<file path="src/rtl/signal_demodulator_if.sv">
// Sample-in / packet-out bundle for signal_demodulator.
// The slave modport is the demodulator's view and the master modport is the driver's view.
interface signal_demodulator_if #(
    parameter int DATA_WIDTH  = 8,
    parameter int PACKET_SIZE = 8
);
    logic signed [DATA_WIDTH-1:0] sample_in;
    logic                         sample_valid;
    logic                         resync;
    logic [PACKET_SIZE-1:0]       packet_out;
    logic                         packet_valid;
    logic                         packet_ready;
    logic                         sync_locked;
    logic                         overrun;

    modport master (
        output sample_in, sample_valid, resync, packet_ready,
        input  packet_out, packet_valid, sync_locked, overrun
    );

    modport slave (
        input  sample_in, sample_valid, resync, packet_ready,
        output packet_out, packet_valid, sync_locked, overrun
    );
endinterface

</file>
<file path="src/rtl/signal_demodulator.sv">
// Integrate-and-dump BPSK demodulator with sync-word hunt and packet assembly.
// Defining DEMOD_DIFFERENTIAL_EN selects DBPSK decoding, where the delivered bit is the decision XOR the previous decision.
module signal_demodulator #(
    parameter int                    DATA_WIDTH      = 8,
    parameter int                    SAMPLES_PER_BIT = 16,
    parameter int                    PACKET_SIZE     = 8,
    parameter int                    SYNC_WIDTH      = 8,
    parameter logic [SYNC_WIDTH-1:0] SYNC_WORD       = SYNC_WIDTH'(8'hD5)
) (
    input logic clk,
    input logic rst,
    signal_demodulator_if.slave bus
);
    localparam int ACC_W = DATA_WIDTH + $clog2(SAMPLES_PER_BIT) + 1;
    localparam int PH_W  = $clog2(SAMPLES_PER_BIT);
    localparam int CNT_W = $clog2(PACKET_SIZE + 1);

    typedef enum logic {HUNT, COLLECT} state_t;

    logic [PH_W-1:0]         ph_q, ph_d;
    logic signed [ACC_W-1:0] acc_q, acc_d;
    logic                    strobe_q, strobe_d;
    logic                    bit_q, bit_d;
`ifdef DEMOD_DIFFERENTIAL_EN
    logic                    prev_q, prev_d;
`endif
    state_t                  state_q, state_d;
    logic [SYNC_WIDTH-1:0]   sync_q, sync_d;
    logic [PACKET_SIZE-1:0]  pkt_q, pkt_d;
    logic [CNT_W-1:0]        cnt_q, cnt_d;
    logic [PACKET_SIZE-1:0]  out_q, out_d;
    logic                    valid_q, valid_d;
    logic                    overrun_q, overrun_d;

    logic signed [ACC_W-1:0] term;
    logic signed [ACC_W-1:0] accSum;
    logic                    decision;
    logic                    deliver;
    logic [SYNC_WIDTH-1:0]   syncNext;
    logic [PACKET_SIZE-1:0]  pktNext;

    always_ff @(posedge clk or posedge rst) begin
        if (rst) begin
            ph_q      <= '0;
            acc_q     <= '0;
            strobe_q  <= 1'b0;
            bit_q     <= 1'b0;
`ifdef DEMOD_DIFFERENTIAL_EN
            prev_q    <= 1'b0;
`endif
            state_q   <= HUNT;
            sync_q    <= '0;
            pkt_q     <= '0;
            cnt_q     <= '0;
            out_q     <= '0;
            valid_q   <= 1'b0;
            overrun_q <= 1'b0;
        end else begin
            ph_q      <= ph_d;
            acc_q     <= acc_d;
            strobe_q  <= strobe_d;
            bit_q     <= bit_d;
`ifdef DEMOD_DIFFERENTIAL_EN
            prev_q    <= prev_d;
`endif
            state_q   <= state_d;
            sync_q    <= sync_d;
            pkt_q     <= pkt_d;
            cnt_q     <= cnt_d;
            out_q     <= out_d;
            valid_q   <= valid_d;
            overrun_q <= overrun_d;
        end
    end

    // Correlate against a square carrier: +sample in the first half-symbol, -sample in the second.
    always_comb begin
        ph_d     = ph_q;
        acc_d    = acc_q;
        strobe_d = 1'b0;
        bit_d    = bit_q;
`ifdef DEMOD_DIFFERENTIAL_EN
        prev_d   = prev_q;
`endif
        term     = {{(ACC_W-DATA_WIDTH){bus.sample_in[DATA_WIDTH-1]}}, bus.sample_in};
        if (ph_q >= PH_W'(SAMPLES_PER_BIT/2))
            term = -term;
        accSum   = acc_q + term;
        decision = !accSum[ACC_W-1] && (accSum != '0);

        if (bus.resync) begin
            ph_d  = '0;
            acc_d = '0;
`ifdef DEMOD_DIFFERENTIAL_EN
            prev_d = 1'b0;
`endif
        end else if (bus.sample_valid) begin
            if (ph_q == PH_W'(SAMPLES_PER_BIT-1)) begin
                ph_d     = '0;
                acc_d    = '0;
                strobe_d = 1'b1;
`ifdef DEMOD_DIFFERENTIAL_EN
                bit_d    = decision ^ prev_q;
                prev_d   = decision;
`else
                bit_d    = decision;
`endif
            end else begin
                ph_d  = ph_q + PH_W'(1);
                acc_d = accSum;
            end
        end
    end

    // Sync hunt, payload collection and the single-entry output holding register.
    always_comb begin
        state_d   = state_q;
        sync_d    = sync_q;
        pkt_d     = pkt_q;
        cnt_d     = cnt_q;
        out_d     = out_q;
        valid_d   = valid_q;
        overrun_d = overrun_q;
        deliver   = 1'b0;
        syncNext  = {sync_q[SYNC_WIDTH-2:0], bit_q};
        pktNext   = {pkt_q[PACKET_SIZE-2:0], bit_q};

        if (bus.resync) begin
            state_d = HUNT;
            sync_d  = '0;
            pkt_d   = '0;
            cnt_d   = '0;
        end else if (strobe_q) begin
            case (state_q)
                HUNT: begin
                    if (syncNext == SYNC_WORD) begin
                        state_d = COLLECT;
                        cnt_d   = '0;
                        sync_d  = '0;
                    end else begin
                        sync_d = syncNext;
                    end
                end
                COLLECT: begin
                    pkt_d = pktNext;
                    cnt_d = cnt_q + CNT_W'(1);
                    if (cnt_q == CNT_W'(PACKET_SIZE-1)) begin
                        deliver = 1'b1;
                        state_d = HUNT;
                        cnt_d   = '0;
                    end
                end
                default: state_d = HUNT;
            endcase
        end

        if (deliver && (!valid_q || bus.packet_ready)) begin
            out_d   = pktNext;
            valid_d = 1'b1;
        end else if (deliver) begin
            overrun_d = 1'b1;
        end else if (valid_q && bus.packet_ready) begin
            valid_d = 1'b0;
        end
    end

    assign bus.packet_out   = out_q;
    assign bus.packet_valid = valid_q;
    assign bus.sync_locked  = (state_q == COLLECT);
    assign bus.overrun      = overrun_q;
endmodule
</file>
<file path="src/flat_wrapper.sv">
// flat-port wrapper written by rule: the top's interface ports become plain ports
module signal_demodulator_flat 
#(
    parameter int                    DATA_WIDTH      = 8,
    parameter int                    SAMPLES_PER_BIT = 16,
    parameter int                    PACKET_SIZE     = 8,
    parameter int                    SYNC_WIDTH      = 8,
    parameter logic [SYNC_WIDTH-1:0] SYNC_WORD       = SYNC_WIDTH'(8'hD5)
)
  (clk, rst, bus_sample_in, bus_sample_valid, bus_resync, bus_packet_ready, bus_packet_out, bus_packet_valid, bus_sync_locked, bus_overrun);
  signal_demodulator_if #(.DATA_WIDTH(DATA_WIDTH), .PACKET_SIZE(PACKET_SIZE)) bus_i ();
  input logic clk;
  input logic rst;
  input wire logic [$bits(bus_i.sample_in)-1:0] bus_sample_in;
  input wire logic [$bits(bus_i.sample_valid)-1:0] bus_sample_valid;
  input wire logic [$bits(bus_i.resync)-1:0] bus_resync;
  input wire logic [$bits(bus_i.packet_ready)-1:0] bus_packet_ready;
  output wire logic [$bits(bus_i.packet_out)-1:0] bus_packet_out;
  output wire logic [$bits(bus_i.packet_valid)-1:0] bus_packet_valid;
  output wire logic [$bits(bus_i.sync_locked)-1:0] bus_sync_locked;
  output wire logic [$bits(bus_i.overrun)-1:0] bus_overrun;
  assign bus_i.sample_in = bus_sample_in;
  assign bus_i.sample_valid = bus_sample_valid;
  assign bus_i.resync = bus_resync;
  assign bus_i.packet_ready = bus_packet_ready;
  assign bus_packet_out = bus_i.packet_out;
  assign bus_packet_valid = bus_i.packet_valid;
  assign bus_sync_locked = bus_i.sync_locked;
  assign bus_overrun = bus_i.overrun;
  signal_demodulator #(.DATA_WIDTH(DATA_WIDTH), .SAMPLES_PER_BIT(SAMPLES_PER_BIT), .PACKET_SIZE(PACKET_SIZE), .SYNC_WIDTH(SYNC_WIDTH), .SYNC_WORD(SYNC_WORD)) u_core (.clk(clk), .rst(rst), .bus(bus_i));
endmodule
</file>
<file path="config.mk">
export PLATFORM = sky130hd
export DESIGN_NAME = signal_demodulator_flat
export DESIGN_NICKNAME = d
export VERILOG_FILES = /design/src/rtl/signal_demodulator_if.sv /design/src/rtl/signal_demodulator.sv /design/src/flat_wrapper.sv
export SDC_FILE = /design/constraint.sdc
export NUM_CORES = 1
export LEC_CHECK = 0
export BUFFER_PORTS_ARGS = -buffer_cell sky130_fd_sc_hd__buf_2
export CAP_MARGIN = 40
export CORE_MARGIN = 3
export CORE_UTILIZATION = 45
export DETAILED_ROUTE_END_ITERATION = 7
export SLEW_MARGIN = 20
export SYNTH_ARGS = -nofsm -noshare
export SYNTH_HDL_FRONTEND = slang
export SYNTH_SLANG_ARGS = --single-unit
</file>
<file path="constraint.sdc">
create_clock -name clk -period 3.27 [get_ports clk]
set_input_delay 0.1635 -clock clk [delete_from_list [all_inputs] [get_ports clk]]
set_output_delay 0.1635 -clock clk [all_outputs]
set_load 0.05 [all_outputs]
</file>
==> metrics.csv <==
metric,value,unit
clk_latency,0.30,ns
synth_area_leader_cell,dfrtp_1,
grt_pass1_wl,11300,um
place.port_buffers,23,
maxSlewHeadroom,50.6,%
synth.most_common_cell,dfrtp_1,
hold_viol,0,
cp.required,3.44,ns
die_x,87.4,um
cp_max_fo,10,
drive_gt1_share,16.9,%
synth_enable_flop_cells,0,
critPathKind,flop to flop,
slowest_stage,dfrtp_1,
synth_flop_cell,dfrtp_1,
die-height,87.4,um
synthDistinctLibCells,55,
htree_levels,2,
min_path_type,input port to flop,
path_clk_slew,0.09,ns
drt_iter0_markers,135,
ys_async_sr_fraction,100,%
setup_viol,0,
vdd_drop_max,0.280,mV
grt_pass1_vias,2461,
vias,2444,
globalRouteOverflowTotal,0,
rsz0062_at_grt,false,
cts_setup_buffers,0,
critical_path.endpoint_type,flop,
p_leak,1.48,nW
cts_buffers,5,
ios,24,
synthToLayoutAreaGrowth,10.3,%
critPathTopFamily,compound AO/OA/AOI/OAI gates,
num_rows,29,
synth_mux_area_share,3.36,%
grt_max_degree,42,
synth_compound_area_share,21.9,%
arrival,3.09,ns
cap_violations,0,
clockBufferDepth,2,
antenna_found_initial,0,
ys_seq_area_share,40.3,%
synth_top_family_by_area,compound AO/OA/AOI/OAI gates,
core,6390,sq um
worst_pin_slew,0.739,ns
wl_per_cell,15.2,um
met1Wirelength,3040,um
max_freq,342,MHz
dr.pass1.iters,5,
dieArea,7640,sq um
viasPerCell,5.74,
final_nets,379,
p_per_area,396,nW/um^2
synthesis.nets,353,
clock_sinks,48,
finalSetupTns,0,ns
synth_fa_ha_area_share,7.39,%
wl_met2,3100,um
netlist.area_leader.share,40.3,%
start_kind,flop,
synth_xor_area_share,4.11,%
drc_errors,0,
ys_ff_latch,48,
min_period,2.92,ns
synthSimpleGateAreaFrac,20.1,%
wl_met3,245,um
post-route-period-util,89.4,%
yosysWarnings,0,
start_util,46.7,%
antennaDiodeCount,0,
cts-root-buf,clkbuf_8,
yosys-top-cells-area,"dfrtp_1, ha_1, nand2_1",
synth_cells,323,
dp_hpwl,4810,um
top_layer_used,met4,
synth_common_cells,"dfrtp_1, nand2_1, a21oi_1",
worst_path_largest_cell_delay,0.50,ns
antenna_left,0,
syn-mean-instance-area,9.23,sq um
synthesis.area,2980,sq um
cp.buffers_inverters,1,
fin_total_pwr,1.30,mW
path_cells,"o21ai_0, inv_1, fa_1, nor2b_1, o2111ai_1, nand2_1, o221ai_1, a2111oi_0, a31oi_1",
cts_tree,done,
status,finished clean,
gp_congestion,0.923,
track_usage,18.4,%
slew_violations,0,
wirelength,6460,um
fin_skew,0.00862,ns
## cells by family after synthesis
| kind of cell | Yosys count |
|---|---|
| AND/OR/NAND/NOR | 118 |
| AO/OA/AOI/OAI | 95 |
| flip-flops | 48 |
| buffers and inverters | 22 |
| adder cells (fa/ha/maj) | 17 |
| XOR/XNOR | 14 |
| multiplexers | 9 |
## state kept, by name, summed over array words and instances (netlist names)
name,cells
u_core.bus.packet_valid,1
u_core.pkt_q,7
u_core.bus.packet_out,8
u_core.bus.overrun,1
u_core.cnt_q,4
u_core.strobe_q,1
u_core.ph_q,4
u_core.bit_q,1
u_core.sync_q,7
u_core.acc_q,13
u_core.bus.sync_locked,1
## per-layer routing
layer | vias up | GRT usage, %
li1 | 1225 | -
met1 | 1165 | 24.3
met2 | 44 | 30.6
met3 | 10 | 3.03
met4 | 0 | 6.14
met5 | - | 0
## path summary, 6_finish.rpt
| check | startpoint | end | slack [ns] | depth (start not counted) |
|---|---|---|---|---|
| setup / recovery | u_core.ph_q[3]$_DFFE_PP0P_ | u_core.bit_q$_DFFE_PP0P_ | 0.35 | 9 |
| hold / removal | bus_packet_ready | u_core.bus.packet_valid$_DFFE_PP0P_ | 0.16 | 3 |
| setup reg to reg | u_core.ph_q[3]$_DFFE_PP0P_ | u_core.bit_q$_DFFE_PP0P_ | 0.35 | 9 |
| hold reg to reg | u_core.bus.overrun$_DFFE_PP0P_ | u_core.bus.overrun$_DFFE_PP0P_ | 0.48 | 1 |
| max in group asynchronous | rst | u_core.pkt_q[1]$_DFFE_PP0P_ | 2.21 | 4 |
| min in group asynchronous | rst | u_core.acc_q[4]$_DFFE_PP0P_ | 0.30 | 3 |
## tightest hold or removal path, delay by kind of cell
kind                   cells  cell delay, ns
AND/OR/NAND/NOR            2            0.19
buffers and inverters      1            0.07
## power by group
group / switching [mW] / internal (mW)
logic: 0.189 / 0.138
registers: 0.0175 / 0.617
clock network: 0.196 / 0.145
total: 0.402 / 0.899
## placed cells by master (no fill, tap or decap), drive strengths merged, types with 5 or more instances in the layout
cell	Yosys	routed
inv	10	10
clkbuf	10	5
a21oi	23	23
a211oi	5	5
nor3	8	8
nand3	17	17
o21ai	22	22
nand2	40	40
nand2b	8	8
mux2	8	8
nor2b	8	8
ha	16	16
nor2	14	14
xnor2	9	9
buf	2	30
xor2	5	5
o31ai	8	8
dfrtp	48	48
## timing repair
action / 4_1_cts / 5_1_grt
hold endpoints to repair: 7 / 0
hold buffers: 1 / 0
gates resized for setup: 0 / 0
## final cells by class
class	instances	area, sq um
flip-flops and latches	48	1200
clock inverters	2	12.5
well taps	77	96.3
fillers	618	3100
multi-input cells	253	1690
repair buffers	31	178
clock buffers	5	68.8
inverters	10	37.5
## per-stage QoR
step	std cells	setup WS [ns]	util, %	hold slack (ns)	cell area, sq um
after floorplan	323	0.490	-	0.324	2980
after global placement	418	0.192	50.1	0.0766	3200
after detailed placement	418	0.154	50.1	0.0755	3200
after CTS	426	0.345	51.5	0.157	3290
after global routing	426	0.0650	51.5	0.185	3290
final	426	0.347	51.5	0.164	3290
(Power assumes the default switching activity.)
